<file path="src/rtl/memaccess_stage.sv">
// memaccess_stage: registers execute output and performs one blocking data-bus access for loads/stores
// Ports:
//   clk, rst                 clock, asynchronous active-high reset
//   valid_i / ready_o        upstream handshake from execute
//   pc_i, inst_i, r0data_i,
//   r1data_i, result_i       instruction fields; result_i is the effective address for LOAD/STORE
//   valid_o / ready_i        downstream handshake to writeback
//   pc_o, inst_o, r0data_o,
//   r1data_o, result_o       registered fields; result_o carries extended load data after a load
//   dmem_*                   registered data-bus request held stable until dmem_ack_i
module memaccess_stage #(
   parameter int DBUS_W = 32
) (
   input  logic              clk,
   input  logic              rst,
   input  logic              valid_i,
   output logic              ready_o,
   input  logic [31:0]       pc_i,
   input  logic [31:0]       inst_i,
   input  logic [DBUS_W-1:0] r0data_i,
   input  logic [DBUS_W-1:0] r1data_i,
   input  logic [DBUS_W-1:0] result_i,
   output logic              valid_o,
   input  logic              ready_i,
   output logic [31:0]       pc_o,
   output logic [31:0]       inst_o,
   output logic [DBUS_W-1:0] r0data_o,
   output logic [DBUS_W-1:0] r1data_o,
   output logic [DBUS_W-1:0] result_o,
   output logic              dmem_req_o,
   output logic              dmem_we_o,
   output logic [DBUS_W-1:0] dmem_addr_o,
   output logic [DBUS_W-1:0] dmem_wdata_o,
   output logic [3:0]        dmem_be_o,
   input  logic              dmem_ack_i,
   input  logic [DBUS_W-1:0] dmem_rdata_i
);
   typedef enum logic {RUN, MEM_WAIT} state_t;
   state_t state, state_nx;
   logic              mem_ld, mem_st, mem_op, cke, acc;
   logic [2:0]        f3, lf3;
   logic [3:0]        st_be;
   logic [DBUS_W-1:0] st_wdata, ld_data;
   logic [7:0]        ld_b;
   logic [15:0]       ld_h;

   assign mem_ld  = inst_i[6:0] == 7'b0000011;
   assign mem_st  = inst_i[6:0] == 7'b0100011;
   assign mem_op  = mem_ld | mem_st;
   assign f3      = inst_i[14:12];
   assign cke     = ~valid_o | ready_i;
   assign ready_o = (state == RUN) & cke;
   assign acc     = valid_i & ready_o;

   always_comb begin
      st_be    = (f3 == 3'b000) ? 4'b0001 << result_i[1:0] :
                 (f3 == 3'b001) ? (result_i[1] ? 4'b1100 : 4'b0011) : 4'b1111;
      st_wdata = (f3 == 3'b000) ? {4{r1data_i[7:0]}} :
                 (f3 == 3'b001) ? {2{r1data_i[15:0]}} : r1data_i;
   end

   // While waiting, the latched instruction and address (inst_o, result_o) select the load lane.
   always_comb begin
      lf3     = inst_o[14:12];
      ld_b    = dmem_rdata_i[{result_o[1:0], 3'b000} +: 8];
      ld_h    = result_o[1] ? dmem_rdata_i[31:16] : dmem_rdata_i[15:0];
      ld_data = (lf3 == 3'b000) ? {{24{ld_b[7]}}, ld_b} :
                (lf3 == 3'b100) ? {24'b0, ld_b} :
                (lf3 == 3'b001) ? {{16{ld_h[15]}}, ld_h} :
                (lf3 == 3'b101) ? {16'b0, ld_h} : dmem_rdata_i;
   end

   always_comb begin
      state_nx = state;
      state_nx = (state == RUN) ? ((acc & mem_op) ? MEM_WAIT : RUN) :
                 (dmem_ack_i ? RUN : MEM_WAIT);
   end

   always_ff @(posedge clk or posedge rst) begin
      if (rst) state <= RUN;
      else     state <= state_nx;
   end

   always_ff @(posedge clk or posedge rst) begin
      if (rst) begin
         valid_o      <= 1'b0;
         pc_o         <= '0;
         inst_o       <= '0;
         r0data_o     <= '0;
         r1data_o     <= '0;
         result_o     <= '0;
         dmem_req_o   <= 1'b0;
         dmem_we_o    <= 1'b0;
         dmem_addr_o  <= '0;
         dmem_wdata_o <= '0;
         dmem_be_o    <= 4'b0;
      end else if (state == RUN) begin
         if (acc) begin
            pc_o     <= pc_i;
            inst_o   <= inst_i;
            r0data_o <= r0data_i;
            r1data_o <= r1data_i;
            result_o <= result_i;
            valid_o  <= ~mem_op;
            if (mem_op) begin
               dmem_req_o   <= 1'b1;
               dmem_we_o    <= mem_st;
               dmem_addr_o  <= {result_i[31:2], 2'b00};
               dmem_wdata_o <= st_wdata;
               dmem_be_o    <= mem_st ? st_be : 4'b1111;
            end
         end else if (ready_i) begin
            valid_o <= 1'b0;
         end
      end else if (dmem_ack_i) begin
         dmem_req_o <= 1'b0;
         dmem_we_o  <= 1'b0;
         dmem_be_o  <= 4'b0;
         valid_o    <= 1'b1;
         if (!dmem_we_o) result_o <= ld_data;
      end
   end
endmodule
</file>
<file path="config.mk">
export PLATFORM = sky130hd
export DESIGN_NAME = memaccess_stage
export DESIGN_NICKNAME = d
export VERILOG_FILES = /design/src/rtl/memaccess_stage.sv
export SDC_FILE = /design/constraint.sdc
export NUM_CORES = 1
export LEC_CHECK = 0
export ABC_AREA = 1
export CORE_ASPECT_RATIO = 0.7
export CORE_UTILIZATION = 25
export DETAILED_ROUTE_END_ITERATION = 10
export HOLD_SLACK_MARGIN = 0.02
export PLACE_DENSITY = 0.63
export SYNTH_ARGS = -nofsm -noshare
export SYNTH_HDL_FRONTEND = slang
export SYNTH_SLANG_ARGS = --single-unit
</file>
<file path="constraint.sdc">
create_clock -name clk -period 14.91 [get_ports clk]
set_input_delay 3.7275 -clock clk [delete_from_list [all_inputs] [get_ports clk]]
set_output_delay 3.7275 -clock clk [all_outputs]
set_load 0.02 [all_outputs]
</file>
==> reports/qor.csv, run 1 <==
stage,metric,value,unit
pwr,share of total power in sequential cells,0.386,
placement,HPWL after detailed placement,27300,um
worst_setup_path,highest-delay cell along the critical path,sky130_fd_sc_hd__clkdlybuf4s50_1,
worst_setup_path,critical path cell sequence,clkdlybuf4s50_1 -> inv_1 -> a21oi_1 -> clkdlybuf4s50_1,
floorplanning,Die Footprint,42000,sq um
yosys,number of distinct library cell variants in the gate-level netlist after synthesis,24,
placement,Port Buf Inserts,426,
global_route,vias in the first global route,9915,
worst_setup_path,largest driver fanout on the critical path,2,
clock_tree,clock latency on the worst-skew pair,550,ps
clock_tree,CTS buffer count,26,
floorplanning,I/O pins,429,
job,number of max-cap violations,0,
timing,final hold violations,0,
drt,via/cell ratio,4.53,
pwr,switching fraction of total power,0.327,
pwr,leakage power,7.68,nW
clock_tree,clock-pin slew reported for the worst setup and hold paths after clock tree synthesis,60,ps
clock_tree,post-CTS resize count,0,
pwr,power density over cell area,128,nW/um^2
run_status,status,"complete, no violations",
clock_tree,count of hold-fix buffers inserted at cts,0,
drt,routed length per instance,17.0,um
timing,Final min period,8700,ps
global_route,maximum number of pins on one net before global-route repair,111,
pwr,fraction of power consumed by the clock network,0.319,
worst_setup_path,Critical Path Max Stage Delay,620,ps
drt,DR DRC count,0,
worst_setup_path,cell repeated most along the worst path,sky130_fd_sc_hd__clkdlybuf4s50_1,
placement,post-place setup slack,6210,ps
global_route,antenna violations before repair,2,
yosys,Yosys Warn Count,0,
timing,relative slew slack,0.255,
clock_tree,TritonCTS clock tree,yes,
global_route,first-pass GRT wire length,57900,um
worst_hold_path,HP Class,reg2reg,
cells_and_area,"final std cell area, no fill",15800,sq um
timing,worst-case setup margin in the final layout,6210,ps
clock_tree,depth of the CTS H-tree,1,
drt,Routed Wire Length,38700,um
cells_and_area,"commonest cells after routing, fill and taps aside","sky130_fd_sc_hd__nand2_1 (683), sky130_fd_sc_hd__clkdlybuf4s50_1 (426), sky130_fd_sc_hd__dfrtp_1 (229)",
worst_setup_path,dominant delay contributor by cell family on the critical path,buffers and inverters,
worst_setup_path,class of the most critical setup path,in2out,
yosys,post-synthesis register bit count,230,
global_route,aggregate global-route resource usage,0.177,
worst_setup_path,critical path data required time,11180,ps
worst_setup_path,Crit. End Element,output pin,
pwr,Comb pwr share,0.296,
drt,DRC marker count from the first detailed-route iteration,662,
pwr,internal power summed over all cells,1.36,mW
placement,GPL Wtd Cong,0.894,
yosys,mean instance size in the synthesized netlist,7.74,sq um
drt,TritonRoute pass-1 iters,5,
floorplanning,initial core utilization,0.257,
timing,unrepaired setup endpoints after global routing,false,
timing,Final Setup Violations,0,
clock_tree,number of clock sinks seen by CTS,230,
timing,final total negative setup slack,0,ps
worst_setup_path,critical path launch point type,primary input,
placement,placed cell areas,15000,sq um
floorplanning,core footprint,40100,sq um
worst_setup_path,Arrival @ worst endpoint,4970,ps
clock_tree,buffer type at the clock tree root,sky130_fd_sc_hd__clkbuf_16,
cells_and_area,area overhead of the layout relative to synthesis,53.3,%
timing,number of max-slew violations in the final report,0,
clock_tree,buffers inserted by post-CTS timing repair,0,
pwr,worst-case vdd ir drop,68.8,uV
cells_and_area,net total in the final layout,1916,
pwr,Psw,662,uW
clock_tree,Max Root-Sink Buffers,3,
global_route,total congestion overflow,0,
timing,final worst path period share,0.584,
drt,vias after detailed routing,10300,
floorplanning,horizontal die dimension,245,um
drt,number of routed nets with antenna violations,0,
yosys,cell count after synthesis,1331,
timing,Clock Skew,9.86,ps
cells_and_area,ratio of cells with drive above 1 in the final layout,0.0381,
floorplanning,Die Height,172,um
worst_setup_path,crit path buf inv count,3,
yosys,sequential fraction of the synthesis area,0.559,
yosys,synthesized area,10300,sq um
timing,pin slew with the least headroom to its limit,1120,ps
cells_and_area,"leading cell type in the layout, fill and taps excluded",sky130_fd_sc_hd__nand2_1,
floorplanning,num rows,61,
timing,Peak Freq,0.115,GHz
## state kept, by name (all words and copies together) (netlist names)
register	cells
result_o	32
inst_o	32
dmem_be_o	4
state	1
dmem_addr_o	30
pc_o	32
dmem_req_o	1
dmem_wdata_o	32
valid_o	1
dmem_we_o	1
r1data_o	32
r0data_o	32
## power groups by stage
stage | Combinational [mW] | Sequential [mW] | Clock (mW)
floorplan | 0.179 | 0.896 | 0
global placement | 0.597 | 0.787 | 0
detailed placement | 0.602 | 0.789 | 0
CTS | 0.605 | 0.781 | 0.668
global route | 0.644 | 0.793 | 0.692
finish | 0.599 | 0.781 | 0.645
## cell type report
class	count	area, sq um
antenna	1	2.50
clock buffer	38	787
clock inverter	5	50.0
timing repair buffer	433	4320
inverter	78	302
multi-input combinational	950	3910
tap	535	669
fill	4073	24400
sequential	230	5760
## cells in the mapped netlist (all sizes together)
library cell / count / area share
nand3: 76 / 0.038
o21ai: 64 / 0.031
buf: 42 / 0.023
inv: 77 / 0.028
dfrtp: 230 / 0.56
clkinv: 1 / 0.00036
nor2: 72 / 0.028
nand2: 687 / 0.25
a21oi: 19 / 0.0092
o22ai: 1 / 0.00061
o211ai: 1 / 0.00073
conb: 1 / 0.00036
nand4: 21 / 0.013
o221ai: 7 / 0.0060
clkbuf: 32 / 0.012
## stage by stage
stage / power [mW] / hold WS (ps) / utilization / instances
5_1_grt: 2.13 / 493 / 0.393 / 2270
3_3_place_gp: 1.38 / 459 / 0.372 / 2226
2_1_floorplan: 1.07 / 576 / - / 1332
3_5_place_dp: 1.39 / 464 / 0.372 / 2226
6_report: 2.03 / 476 / 0.393 / 2270
4_1_cts: 2.05 / 479 / 0.393 / 2269
## metal layers
metal	routed length, um	vias up	track usage
li1	-	4885	-
met3	3380	61	0.0509
met5	12	-	0
met1	16800	4896	0.232
met2	17400	442	0.281
met4	1080	2	0.0563
## path summary, 6_finish.rpt
| path | start | to | slack [ps] | cells past startpoint |
|---|---|---|---|---|
| min reg2reg | r0data_o[24] | r0data_o[24] | 480 | 2 |
| max in group asynchronous | rst | inst_o[7] | 9790 | 3 |
| max reg2reg | state | dmem_be_o[2] | 11440 | 10 |
| min in group asynchronous | rst | inst_o[30] | 3730 | 2 |
| max | ready_i | ready_o | 6210 | 4 |
| min | r0data_o[24] | r0data_o[24] | 480 | 2 |
## worst register-to-register path: cells and delay by family (launching register included)
kind / cells / cell delay [ps]
AND/OR/NAND/NOR: 5 / 890
flip-flops: 1 / 370
buffers and inverters: 5 / 2150
## kinds of logic (layout without fill, tap and decap cells)
logic type      after synthesis  count (layout)  synth area share
other cells                   1               3          0.000364
buf+inv                     152             554            0.0633
simple gates                856             856             0.330
compound gates               92              92            0.0476
flops                       230             230             0.559
(Power assumes the default switching activity.)
==> run 2: changes to the inputs <==
==> constraint.sdc (replaced) <==
create_clock -name clk -period 8.69 [get_ports clk]
set_input_delay 2.1725 -clock clk [delete_from_list [all_inputs] [get_ports clk]]
set_output_delay 2.1725 -clock clk [all_outputs]
set_load 0.02 [all_outputs]
==> reports/qor.csv, run 2 (synthesis gave the netlist of run 1 again) <==
stage,metric,value,unit
drt,DR DRC count,0,
cells_and_area,count of antenna diodes in the layout,0,
pwr,share of total power in sequential cells,0.387,
cells_and_area,"leading cell type in the layout, fill and taps excluded",sky130_fd_sc_hd__nand2_1,
pwr,leakage power,7.67,nW
timing,Final min period,5600,ps
worst_setup_path,critical path launch point type,primary input,
clock_tree,clock latency on the worst-skew pair,550,ps
drt,Routed Wire Length,38500,um
clock_tree,TritonCTS clock tree,yes,
worst_setup_path,class of the most critical setup path,in2out,
floorplanning,I/O pins,429,
clock_tree,Max Root-Sink Buffers,3,
timing,worst-case hold slack,475,ps
placement,HPWL after detailed placement,26900,um
timing,Final Setup Violations,0,
drt,DRC marker count from the first detailed-route iteration,601,
worst_setup_path,critical path data required time,6520,ps
pwr,switching fraction of total power,0.331,
drt,via/cell ratio,4.47,
clock_tree,buffers inserted by post-CTS timing repair,0,
job,number of max-cap violations,0,
floorplanning,Die Height,172,um
pwr,worst-case vdd ir drop,129,uV
floorplanning,core footprint,40100,sq um
global_route,total congestion overflow,0,
global_route,vias in the first global route,10100,
floorplanning,Die Footprint,42000,sq um
clock_tree,number of clock sinks seen by CTS,230,
timing,Peak Freq,0.179,GHz
cells_and_area,area overhead of the layout relative to synthesis,53.2,%
pwr,"sum of internal, switching and leakage power",3.47,mW
clock_tree,post-CTS resize count,0,
global_route,first-pass GRT wire length,58500,um
floorplanning,horizontal die dimension,245,um
drt,routed length per instance,17.0,um
clock_tree,clock-pin slew reported for the worst setup and hold paths after clock tree synthesis,60,ps
worst_hold_path,HP Class,reg2reg,
worst_setup_path,Crit. End Element,output pin,
timing,relative slew slack,0.209,
timing,final total negative setup slack,0,ps
cells_and_area,ratio of cells with drive above 1 in the final layout,0.0368,
floorplanning,num rows,61,
floorplanning,initial core utilization,0.257,
timing,final hold violations,0,
placement,Port Buf Inserts,426,
global_route,maximum number of pins on one net before global-route repair,141,
timing,Clock Skew,20.0,ps
timing,pin slew with the least headroom to its limit,1180,ps
clock_tree,depth of the CTS H-tree,1,
global_route,antenna violations before repair,1,
worst_setup_path,Arrival @ worst endpoint,3430,ps
clock_tree,buffer type at the clock tree root,sky130_fd_sc_hd__clkbuf_16,
pwr,internal power summed over all cells,2.32,mW
cells_and_area,net total in the final layout,1914,
drt,vias after detailed routing,10200,
global_route,aggregate global-route resource usage,0.178,
placement,GPL Wtd Cong,0.889,
timing,number of max-slew violations in the final report,0,
timing,unrepaired setup endpoints after global routing,false,
pwr,power density over cell area,220,nW/um^2
worst_setup_path,largest driver fanout on the critical path,2,
pwr,Comb pwr share,0.296,
pwr,fraction of power consumed by the clock network,0.316,
run_status,status,"complete, no violations",
clock_tree,count of hold-fix buffers inserted at cts,0,
drt,number of routed nets with antenna violations,0,
pwr,Psw,1.15,mW
timing,final worst path period share,0.644,
drt,TritonRoute pass-1 iters,5,
cells_and_area,"commonest cells after routing, fill and taps aside","sky130_fd_sc_hd__nand2_1 (683), sky130_fd_sc_hd__clkdlybuf4s50_1 (426), sky130_fd_sc_hd__dfrtp_1 (229)",
clock_tree,CTS buffer count,26,
run 2: stage by stage:
step | setup slack, ps | cells | utilization | cell area [sq um]
detailed placement | 3090 | 2224 | 0.372 | 14900
global placement | 3050 | 2224 | 0.372 | 14900
global route | 3020 | 2272 | 0.393 | 15800
floorplan | 213 | 1332 | - | 10300
CTS | 3090 | 2272 | 0.393 | 15800
finish | 3090 | 2272 | 0.393 | 15800
run 2: final timing paths:
check	start	endpoint	slack [ps]	cells past startpoint
setup / recovery	ready_i	ready_o	3090	4
hold / removal	pc_o[4]	pc_o[4]	470	2
setup reg to reg	state	dmem_be_o[2]	4580	10
hold reg to reg	pc_o[4]	pc_o[4]	470	2
max in group asynchronous	rst	dmem_wdata_o[16]	5370	3
min in group asynchronous	rst	inst_o[30]	2250	2
run 2: worst max-delay path: stages:
cell	delay, ps
sky130_fd_sc_hd__clkdlybuf4s50_1	450
sky130_fd_sc_hd__inv_1	50
sky130_fd_sc_hd__a21oi_1	120
sky130_fd_sc_hd__clkdlybuf4s50_1	630
run 2: routing by layer:
metal  share of wire  track usage  up-vias
met2            0.45        0.284      403
met3           0.084       0.0535       51
met1            0.44        0.232     4802
li1                -            -     4899
met4           0.028       0.0505        2
met5         0.00031            0        -
run 2: power by group through the flow:
stage / clock [mW] / combinational, mW / sequential, mW
after CTS: 1.13 / 1.04 / 1.34
final: 1.10 / 1.03 / 1.34
after global placement: 0 / 1.03 / 1.35
after detailed placement: 0 / 1.03 / 1.36
after floorplan: 0 / 0.308 / 1.54
after global routing: 1.17 / 1.11 / 1.36
run 2: final cells by class:
type,count,area [sq um]
Timing Repair Buffer,431,4310
Multi-Input combinational cell,950,3910
Clock buffer,40,753
Clock inverter,8,82.6
Inverter,78,302
Fill cell,4142,24400
Tap cell,535,669
Sequential cell,230,5760
==> edit: new RTL, flow settings as in run 2 <==
Reset style: synchronous (`rst`), changed in 2 clocked blocks. Comments in the files are not updated.
--- a/src/rtl/memaccess_stage.sv
+++ b/src/rtl/memaccess_stage.sv
@@ -76,12 +76,12 @@
                  (dmem_ack_i ? RUN : MEM_WAIT);
    end
 
-   always_ff @(posedge clk or posedge rst) begin
+   always_ff @(posedge clk) begin
       if (rst) state <= RUN;
       else     state <= state_nx;
    end
 
-   always_ff @(posedge clk or posedge rst) begin
+   always_ff @(posedge clk) begin
       if (rst) begin
          valid_o      <= 1'b0;
          pc_o         <= '0;
Behaviour: differs if rst is asserted again (counterexample within 4 cycles, from zero or initial values and one cycle with rst high); with rst held inactive, the same outputs for 4 cycles.
==> edit against run 2 <==
- worst setup slack improved by 0.023 ns
- synthesized area decreased by 5.1%
- largest cell class unchanged
- core utilization increased by 0.054 points
- routed wire length increased by 0.22%
- sequential cell count unchanged
- critical endpoint unchanged
- non-clock buffer count increased by 3
- cell area decreased by 3.9%
Power is not compared: it rests on default switching activity, and its combinational part moved more than twofold at a synthesized area within 25%.
==> edit: results (changes against run 2) <==
stage	metric	value	unit	change
run_status	outcome	finished, final reports clean		
synthesis	largest cells by area after synthesis	dfxtp_1 47%, nand2_1 17%, a21oi_1 9.8%, nor2_1 5.0%, o21ai_0 4.7%		
placement	dpl ws	3.11	ns	+0.0209 ns
global_routing	met1 GRT Util	24.2	%	+0.96 points
global_routing	vias in the first global route	9917		-1.9%
placement	placed insts	2245		+0.94%
routing	met1 WL	17.1	mm	+1.1%
synthesis	sequential element share of the synthesized area	47.1	%	-8.8 points
global_routing	global routing met2 resource utilization	30.2	%	+1.8 points
synthesis	Synth top cells by count	443 x nand2_1, 230 x dfxtp_1, 191 x a21oi_1, 129 x nor2_1, 91 x o21ai_0		
finish	share of cells above drive strength 1	5.50	%	+1.8 points
worst_hold_path	hold_sp	pc_o[7]		
setup_path	reg-to-reg setup timing slack	5.14	ns	+0.56 ns
timing	clock skew	0.00746	ns	-0.0126 ns
timing	final hold slack	0.463	ns	-0.0121 ns
clock_tree	total CTS buffers	26		unchanged
setup_path	slowest cell on the critical path	clkdlybuf4s50_1		
setup_path	FF-to-FF Start	state		
global_routing	pin count of the biggest net entering global routing	94		-33%
placement	routability cong.	0.894		+0.65%
worst_hold_path	Worst Hold Endpoint	pc_o[7]		
setup_path	Critical R2R Capture	dmem_wdata_o[26]		
synthesis	Netlist cell types	27		+13%
routing	metal2 WL	17.4	mm	+0.97%
setup_path	CP delay by family, top	buffers and inverters		
global_routing	first-pass GRT wire length	58.2	mm	-0.48%
placement	Post-DP Area	14200	um2	-4.7%
global_routing	GR met3 Demand/Resource	5.09	%	-0.26 points
placement	Post-DP HPWL	27.3	mm	+1.6%
routing	Post-Route WL	38.6	mm	+0.22%
synthesis	Syn Inst Count	1384		+4.0%
timing	worst rel slew slack	29.5	%	+8.7 points
routing	routed vias/inst	4.58		+2.4%
synthesis	dominant synthesized flop cell	dfxtp_1		
finish	Nets	1943		+1.5%
synthesis	async set-reset flop share out of synthesis	0	%	-100 points
setup_path	crit-path max FO	2		unchanged
routing	met3 WL	3.01	mm	-7.2%
setup_path	Worst Reg2Reg Path Length in Cells	7		-3
==> edit: kinds of logic (layout without fill, tap and decap cells) <==
family | count (synthesis) | count (layout) | synth area share (%)
simple gates | 677 | 677 | 27.8
flops | 230 | 230 | 47.1
other cells | 1 | 2 | 0.0383
compound gates | 307 | 307 | 17.0
buf+inv | 169 | 549 | 8.05
==> edit: cell type report <==
class / instances / area [um2]
flip-flops and latches: 230 / 4610
clock buffers: 33 / 728
well taps: 527 / 659
repair buffers: 434 / 4330
fillers: 3943 / 23300
multi-input cells: 986 / 4400
clock inverters: 14 / 186
inverters: 68 / 258
==> edit: how the worst max path moves through the flow <==
stage	slack [ns]	to	cells after the start
finish	3.11	ready_o	4
global route	3.06	ready_o	4
CTS	3.10	ready_o	4
detailed placement	3.11	ready_o	4
global placement	3.07	ready_o	4
floorplan	3.97	ready_o	2
==> edit: report_power, final <==
group | total (mW) | switching [mW] | internal, mW
combinational | 0.473 | 0.258 | 0.215
sequential | 1.14 | 0.0311 | 1.10
clock | 1.19 | 0.474 | 0.713
